File: config.mk
export PLATFORM = sky130hd
export DESIGN_NAME = dog_motion_ctrl
export DESIGN_NICKNAME = d
export VERILOG_FILES = /design/src/rtl/dog_motion_ctrl.sv
export SDC_FILE = /design/constraint.sdc
export NUM_CORES = 1
export LEC_CHECK = 0
export ABC_AREA = 1
export CAP_MARGIN = 20
export CORE_MARGIN = 5
export CORE_UTILIZATION = 40
export DETAILED_ROUTE_END_ITERATION = 7
export DONT_BUFFER_PORTS = 1
export PLACE_DENSITY_LB_ADDON = 0.12
export SETUP_SLACK_MARGIN = 0.5
export SYNTH_ARGS = -nofsm -noshare
export SYNTH_HDL_FRONTEND = slang
export SYNTH_SLANG_ARGS = --single-unit
File: constraint.sdc
create_clock -name clk -period 2.6 [get_ports clk]
set_input_delay 0.52 -clock clk [delete_from_list [all_inputs] [get_ports clk]]
set_output_delay 0.52 -clock clk [all_outputs]
set_load 0.005 [all_outputs]
File: src/rtl/dog_motion_ctrl.sv
// dog_motion_ctrl: frame-synchronous motion and animation sequencer for the
// dog sprite. Commands (stop/walk/jump/sit) select a behaviour. Position and
// animation advance only on frame_start pulses, so the sprite never tears
// mid-scan.
module dog_motion_ctrl #(
    parameter int SCREEN_W        = 640,
    parameter int DOG_W           = 64,
    parameter int GROUND_Y        = 300,
    parameter int JUMP_H          = 64,
    parameter int STEP            = 4,
    parameter int FRAMES_PER_ANIM = 8
) (
    input  logic       clk,
    input  logic       rst,
    input  logic       frame_start,
    input  logic       cmd_valid,
    input  logic [1:0] cmd,
    output logic       cmd_ready,
    output logic [9:0] DogPos_x,
    output logic [9:0] DogPos_y,
    output logic [2:0] ActionSel,
    output logic       busy
);

    localparam int ANIM_W = (FRAMES_PER_ANIM > 1) ? $clog2(FRAMES_PER_ANIM) : 1;

    localparam logic [9:0]        X_MAX     = 10'(SCREEN_W - DOG_W);
    localparam logic [9:0]        STEP_V    = 10'(STEP);
    localparam logic [9:0]        GROUND_V  = 10'(GROUND_Y);
    localparam logic [9:0]        Y_APEX    = 10'(GROUND_Y - JUMP_H);
    localparam logic [9:0]        Y_TURN    = 10'(GROUND_Y - JUMP_H + STEP);
    localparam logic [ANIM_W-1:0] ANIM_LAST = ANIM_W'(FRAMES_PER_ANIM - 1);

    localparam logic [1:0] CMD_STOP = 2'b00;
    localparam logic [1:0] CMD_WALK = 2'b01;
    localparam logic [1:0] CMD_JUMP = 2'b10;
    localparam logic [1:0] CMD_SIT  = 2'b11;

    typedef enum logic [2:0] {
        IDLE,
        WALK,
        SIT,
        JUMP_UP,
        JUMP_DOWN
    } StateT;

    StateT             state, stateNext;
    logic              dir, dirNext;
    logic              phase, phaseNext;
    logic              retWalk, retWalkNext;
    logic [ANIM_W-1:0] animCnt, animNext;
    logic [9:0]        xNext, yNext;
    logic [10:0]       xSum;
    logic              moveX;
    logic              inJump;

    // State and datapath registers; reset overrides every other input.
    always_ff @(posedge clk) begin
        if (rst) begin
            state    <= IDLE;
            DogPos_x <= '0;
            DogPos_y <= GROUND_V;
            dir      <= 1'b0;
            phase    <= 1'b0;
            animCnt  <= '0;
            retWalk  <= 1'b0;
        end else begin
            state    <= stateNext;
            DogPos_x <= xNext;
            DogPos_y <= yNext;
            dir      <= dirNext;
            phase    <= phaseNext;
            animCnt  <= animNext;
            retWalk  <= retWalkNext;
        end
    end

    // Next-state logic: the frame step acts on the old state, then an accepted command picks the new state.
    always_comb begin
        stateNext   = state;
        xNext       = DogPos_x;
        yNext       = DogPos_y;
        dirNext     = dir;
        phaseNext   = phase;
        animNext    = animCnt;
        retWalkNext = retWalk;
        xSum        = {1'b0, DogPos_x} + {1'b0, STEP_V};
        moveX       = (state == WALK) ||
                      (retWalk && ((state == JUMP_UP) || (state == JUMP_DOWN)));

        if (frame_start) begin
            if (moveX) begin
                if (!dir) begin
                    if (xSum >= {1'b0, X_MAX}) begin
                        xNext   = X_MAX;
                        dirNext = 1'b1;
                    end else begin
                        xNext = xSum[9:0];
                    end
                end else begin
                    if (DogPos_x < STEP_V) begin
                        xNext   = '0;
                        dirNext = 1'b0;
                    end else begin
                        xNext = DogPos_x - STEP_V;
                    end
                end
            end

            case (state)
                WALK: begin
                    if (animCnt == ANIM_LAST) begin
                        animNext  = '0;
                        phaseNext = ~phase;
                    end else begin
                        animNext = animCnt + ANIM_W'(1);
                    end
                end
                JUMP_UP: begin
                    if (DogPos_y <= Y_TURN) begin
                        yNext     = Y_APEX;
                        stateNext = JUMP_DOWN;
                    end else begin
                        yNext = DogPos_y - STEP_V;
                    end
                end
                JUMP_DOWN: begin
                    if (DogPos_y + STEP_V >= GROUND_V) begin
                        yNext     = GROUND_V;
                        stateNext = retWalk ? WALK : IDLE;
                    end else begin
                        yNext = DogPos_y + STEP_V;
                    end
                end
                default: begin
                end
            endcase
        end

        if (cmd_valid && cmd_ready) begin
            case (cmd)
                CMD_STOP: stateNext = IDLE;
                CMD_WALK: begin
                    stateNext = WALK;
                    animNext  = '0;
                    phaseNext = 1'b0;
                end
                CMD_JUMP: begin
                    stateNext   = JUMP_UP;
                    retWalkNext = (state == WALK);
                end
                CMD_SIT:  stateNext = SIT;
                default:  stateNext = state;
            endcase
        end
    end

    // Handshake, busy flag and sprite action are decoded from the registered state.
    always_comb begin
        inJump    = (state == JUMP_UP) || (state == JUMP_DOWN);
        cmd_ready = !inJump;
        busy      = inJump;
        ActionSel = 3'd0;
        case (state)
            WALK:      ActionSel = dir ? (3'd3 + {2'b00, phase}) : (3'd1 + {2'b00, phase});
            SIT:       ActionSel = 3'd6;
            JUMP_UP:   ActionSel = 3'd5;
            JUMP_DOWN: ActionSel = 3'd5;
            default:   ActionSel = 3'd0;
        endcase
    end

endmodule

==> impl_results.md, run 1 <==
- Status: completed
- Reg area: 502 sq um
- Worst path slowest cell: dfxtp_1
- CTS Root Cell: clkbuf_8
- Hold path depth: 1
- Via density: 5.09
- Vias in the first global route: 1820
- Chip height: 82.8 um
- Pre-CTS setup slack: 793 ps
- Max Used Layer: met4
- Clk slew on worst S/H paths: 100 ps
- Worst setup SP type: flip-flop
- Avg WL per Cell: 13.1 um
- Combinational share of power: 51.6%
- Total setup buffers inserted after CTS: 0
- Worst path max stage delay: 400 ps
- Post-synthesis async set-or-reset flop share: 0%
- Worst reg2reg path depth: 10
- Ant diodes: 0
- Final Hold Viols: 0
- Post-Route WL: 4950 um
- Cell chain of the critical path: inv_1, nor3_2, o21ai_0, nand2_1
- First-pass GRT wire length: 8480 um
- P_leak: 1.02 nW
- GPL Wtd Cong: 0.779
- DIE AREA: 0.00685 sq mm
- Relative slew slack: 63.9%
- TritonCTS clock tree: yes
- Met1 wire length: 2530 um
- DRC: 0
- Half-perimeter wire length after placement: 3830 um
- Fmax achieved: 513 MHz
- Required @ worst endpoint: 2080 ps
- Worst Skew: 5.74 ps
- IO buf count: 0
- Clock share of power: 13.9%
- Reg2reg end: state[2]
- Ratio of cells with drive above 1 in the final layout: 13.6%
- Number of synthesized register bits: 25
- Die W: 82.8 um
- Worst-Skew Late Latency: 280 ps
- Total power: 1.75 mW
- Max rail drop VDD: 0.282 mV
- Least-Margin Pin Slew: 542 ps
- Fill cells: 582
- IO Count: 31
- Via Count: 1929
- Synth top area share: 23.6%
- WL met3: 192 um
- Fin. max-slew vios: 0
- Crit path arrival time: 1430 ps
- Post-synth EDFFs: 0
- Detailed Route Iter0 Violations: 119
- Nature of the critical path endpoint: output pin
- Cell Int Power: 0.875 mW
- CTS H-tree depth: 1
- Grt total ovfl: 0
- Mapped cell area: 0.00212 sq mm
- Flop pwr share: 34.5%
- Period utilization: 75.0%
- Number of library cell types mapped by synthesis: 38
- Total CTS buffers: 3
- Beginning of the worst hold path: rst
- Cell Pwr Density: 796 mW/mm^2
- CP max FO: 5
- Worst Hold End: DogPos_x[2]
- Sw frac: 50.0%
- Starting density of the core: 41.2%
- Met2 wire length: 2160 um
- Leading area contributor after synthesis: dfxtp_1
- Max-Cap Viols: 0
- Antenna violations before repair: 0
- Reg2reg start: DogPos_y[4]
- Syn. warnings: 0
- Largest net degree at the start of global routing: 18
- Psw: 0.874 mW
- Core Footprint: 0.00514 sq mm
- Final Worst Setup Slack: 649 ps
- Cell count after synthesis: 312
- Site Rows: 26
- Area of the multi-input gates: 0.00140 sq mm
- R2R setup slack: 790 ps
- Fin crit period: 1950 ps
- Top_reg_cell synth: dfxtp_1
- Area growth, synth to finish: 3.72%
- Fin Setup TNS: 0 ps
- Synth top cells by count: nand2_1, inv_1, a21oi_1, dfxtp_1, nand3_1
- HP Class: input port to flip-flop
- Most frequent cell after synthesis: nand2_1
- Overall routing resource usage: 15.6%
- Sequential area share after synthesis: 23.6%
- Routed Antenna Nets: 0
- Fin nets: 330
- Final setup fails: 0
- Crit path kind: flip-flop to output pin
- Post-synthesis average cell area: 6.79 sq um
- RSZ-0062 raised after global routing: no
- Clk buf depth: 2
- Top cells by area, synth: dfxtp_1, nand2_1, ha_1
- CTS sink cnt: 25
- Drt pass-1 iters: 4
==> power groups by stage <==
| stage | Clock, mW | Sequential [mW] | Combinational [mW] |
|---|---|---|---|
| detailed placement | 0 | 0.614 | 0.899 |
| global placement | 0 | 0.617 | 0.906 |
| finish | 0.242 | 0.604 | 0.902 |
| CTS | 0.252 | 0.606 | 0.903 |
| floorplan | 0 | 0.549 | 0.797 |
| global route | 0.267 | 0.623 | 1.02 |
==> what timing repair did <==
item	4_1_cts	5_1_grt
endpoints found under the setup margin	2	0
gates resized for setup	1	0
hold buffers	0	0
==> worst max path at each step <==
stage               startpoint            to
floorplan                  dir  ActionSel[1]
global placement           dir  ActionSel[0]
detailed placement         dir  ActionSel[0]
CTS                   state[0]  ActionSel[0]
global route               dir  ActionSel[0]
finish                state[0]  ActionSel[0]
==> per-stage QoR <==
step / util, % / area (sq um) / instances / hold slack [ps]
after floorplan: - / 2130 / 315 / 444
after global placement: 41.8 / 2150 / 375 / 452
after detailed placement: 41.8 / 2150 / 375 / 461
after CTS: 42.7 / 2200 / 379 / 291
after global routing: 42.7 / 2200 / 379 / 288
final: 42.7 / 2200 / 379 / 302
==> cell type report <==
type                            count  area share (%)
Clock buffer                        3            1.88
Multi-Input combinational cell    238            63.7
Clock inverter                      1           0.228
Tap cell                           70            3.99
Sequential cell                    25            22.8
Inverter                           42            7.40
==> cell usage in the layout (no fill, tap or decap), drive strengths merged, types with 4 or more instances in the layout <==
cell and n:
a21oi 30, inv 41, nand4 7, nor3 4, nand2 77, conb 4
nor2 28, dfxtp 25, o21ai 24, xor2 11, ha 14, nand3 30
==> logic make-up after synthesis <==
kind of cell	share of synthesized area (%)
AOI/OAI and AO/OA	16.1
xor gates and xnor gates	4.96
adders and majority gates	8.27
buffers and inverters	10.9
DFF	23.6
other	0.177
and+or+nand+nor	36.0
==> worst max-delay path: cells and delay by family (launching register included) <==
family          cells  cell delay, ps
simple gates        2             430
flops               1             400
compound gates      1             220
buf+inv             1             110
==> routing by layer <==
metal / global-route usage [%] / up-vias
li1: - / 1006
met1: 21.1 / 885
met2: 25.9 / 31
met3: 2.16 / 7
met4: 4.41 / 0
met5: 0 / -
==> sequential cells by signal, summed over array words and instances, names as in the netlist <==
signal,flops
dir,1
DogPos_x,8
state,3
DogPos_y,8
phase,1
animCnt,3
retWalk,1
(Power assumes the default switching activity.)
==> run 2, diff against run 1 <==
==> constraint.sdc (replaced) <==
create_clock -name clk -period 1.6 [get_ports clk]
set_input_delay 0.32 -clock clk [delete_from_list [all_inputs] [get_ports clk]]
set_output_delay 0.32 -clock clk [all_outputs]
set_load 0.005 [all_outputs]
==> run 2 against run 1 <==
Against the previous run:
- worst hold slack worse by 220 ps
- routed wire length up 24%
- sequential power up 71%
- combinational power rose to 3.1 times the previous value
- total power up 140%
- critical endpoint is now DogPos_x[8]
- largest power group unchanged
==> impl_results.md, run 2 (synthesis results as in run 1) <==
- Reg2reg start: DogPos_x[3]
- Worst path slowest cell: dfxtp_4
- R2R setup slack: 30 ps
- Period utilization: 98.4%
- Beginning of the worst hold path: rst
- Max rail drop VDD: 0.631 mV
- Cell Int Power: 2.21 mW
- CTS sink cnt: 25
- DRC: 0
- Crit path arrival time: 1790 ps
- Chip height: 82.8 um
- Via Count: 2237
- Status: completed
- Pre-CTS setup slack: 9.09 ps
- Area growth, synth to finish: 54.2%
- Crit path kind: flip-flop to flip-flop
- Fin crit period: 1570 ps
- TritonCTS clock tree: yes
- Clock share of power: 9.6%
- Fin. max-slew vios: 0
- GPL Wtd Cong: 0.814
- Vias in the first global route: 2176
- Commonest non-fill, non-tap cell in the layout: nand2_1
- Placed Cells: 397
- Fmax achieved: 635 MHz
- Final cell count without fillers: 437
- Hold path depth: 1
- Final setup fails: 0
- Grt total ovfl: 0
- HP Class: input port to flip-flop
- IO buf count: 0
- Clk buf depth: 2
- Total power: 4.23 mW
- Detailed Route Iter0 Violations: 68
- Total CTS buffers: 3
- Final Hold Viols: 0
- Most frequent cells in the layout: nand2_1, buf_4, inv_1
- Most used cell, CP: nand3_2
- Fill cells: 481
- Overall routing resource usage: 19.0%
- Worst Hold End: DogPos_x[2]
- Site Rows: 26
- First-pass GRT wire length: 10100 um
- Fin Hold WS: 80.9 ps
- P_leak: 1.46 nW
- Largest net degree at the start of global routing: 16
- Fin Setup TNS: 0 ps
- Sw frac: 47.6%
- Worst Skew: 6.42 ps
- Post-Route WL: 6150 um
- Cts-stage hold buffer count: 0
- Clk slew on worst S/H paths: 100 ps
- Worst-Skew Late Latency: 280 ps
- Antenna violations before repair: 0
- Psw: 2.01 mW
- Required @ worst endpoint: 1820 ps
- Die W: 82.8 um
- Cell Pwr Density: 1290 mW/mm^2
- CTS Root Cell: clkbuf_8
- Via density: 5.12
- Core Footprint: 0.00514 sq mm
- DIE AREA: 0.00685 sq mm
- Cell chain of the critical path: ha_4, nand3_4, nor2_4, xor2_2, nand3_2, nand2_4, nand3_2, a21oi_2
- Drt pass-1 iters: 5
- Starting density of the core: 41.2%
- CP max FO: 5
- Flop pwr share: 24.3%
- IO Count: 31
- Worst path max stage delay: 410 ps
- Combinational share of power: 66.2%
- CTS H-tree depth: 1
- Worst reg2reg path depth: 8
- Final Worst Setup Slack: 26.1 ps
- RSZ-0062 raised after global routing: yes
- Nature of the critical path endpoint: flip-flop
- Reg2reg end: DogPos_x[8]
- Ant diodes: 0
- Routed Antenna Nets: 0
- Fin nets: 388
- Ratio of cells with drive above 1 in the final layout: 55.9%
- Worst setup SP type: flip-flop
- Largest registers: DogPos_x (8), DogPos_y (8)
- Max-Cap Viols: 0
- Avg WL per Cell: 14.1 um
- Half-perimeter wire length after placement: 4230 um
-- run 2: area by class of cell --
class	instances	area [sq um]	share of cell area, %
flip-flops and latches	25	561	17.2
well taps	70	87.6	2.68
inverters	42	194	5.94
repair buffers	58	509	15.6
clock buffers	3	41.3	1.26
multi-input cells	238	1870	57.1
clock inverters	1	7.51	0.230
-- run 2: critical path, delay by kind of cell (launching register included) --
family,cells,cell delay [ps]
simple gates,5,590
flops,1,410
fa+ha+maj,1,150
xor+xnor,1,220
compound gates,1,130
-- run 2: metrics by stage --
| step | util [%] | area, sq um |
|---|---|---|
| 4_1_cts | 59.3 | 3050 |
| 3_3_place_gp | 47.5 | 2440 |
| 5_1_grt | 63.6 | 3270 |
| 2_1_floorplan | - | 2280 |
| 6_report | 63.6 | 3270 |
| 3_5_place_dp | 47.5 | 2440 |
-- run 2: worst max-delay path by stage --
stage,from,to,slack [ps],cells after the start
finish,DogPos_x[3],DogPos_x[8],30,8
global route,DogPos_x[3],DogPos_x[8],-100,8
CTS,DogPos_x[3],DogPos_x[8],80,8
detailed placement,DogPos_x[3],DogPos_x[8],9,8
global placement,DogPos_x[3],DogPos_x[8],30,8
floorplan,DogPos_x[3],DogPos_x[3],180,8
-- run 2: layer usage --
layer / GRT usage, % / up-vias / wire length (um)
li1: - / 1129 / -
met1: 24.0 / 1047 / 2720
met2: 33.1 / 55 / 3070
met3: 3.78 / 6 / 308
met4: 4.58 / 0 / 51
met5: 0 / - / 0
-- run 2: power groups by stage --
| stage | Clock (mW) | Combinational [mW] | Sequential (mW) |
|---|---|---|---|
| global route | 0.443 | 3.04 | 1.05 |
| global placement | 0 | 1.82 | 0.996 |
| floorplan | 0 | 1.42 | 0.951 |
| finish | 0.404 | 2.80 | 1.03 |
| CTS | 0.413 | 2.51 | 1.01 |
| detailed placement | 0 | 1.82 | 0.997 |
-- run 2: timing repair --
| item | 4_1_cts | 5_1_grt |
|---|---|---|
| buffers inserted | 27 | 9 |
| endpoints found under the setup margin | 37 | 40 |
| gates resized for setup | 93 | 44 |
| pin swaps | 38 | 34 |
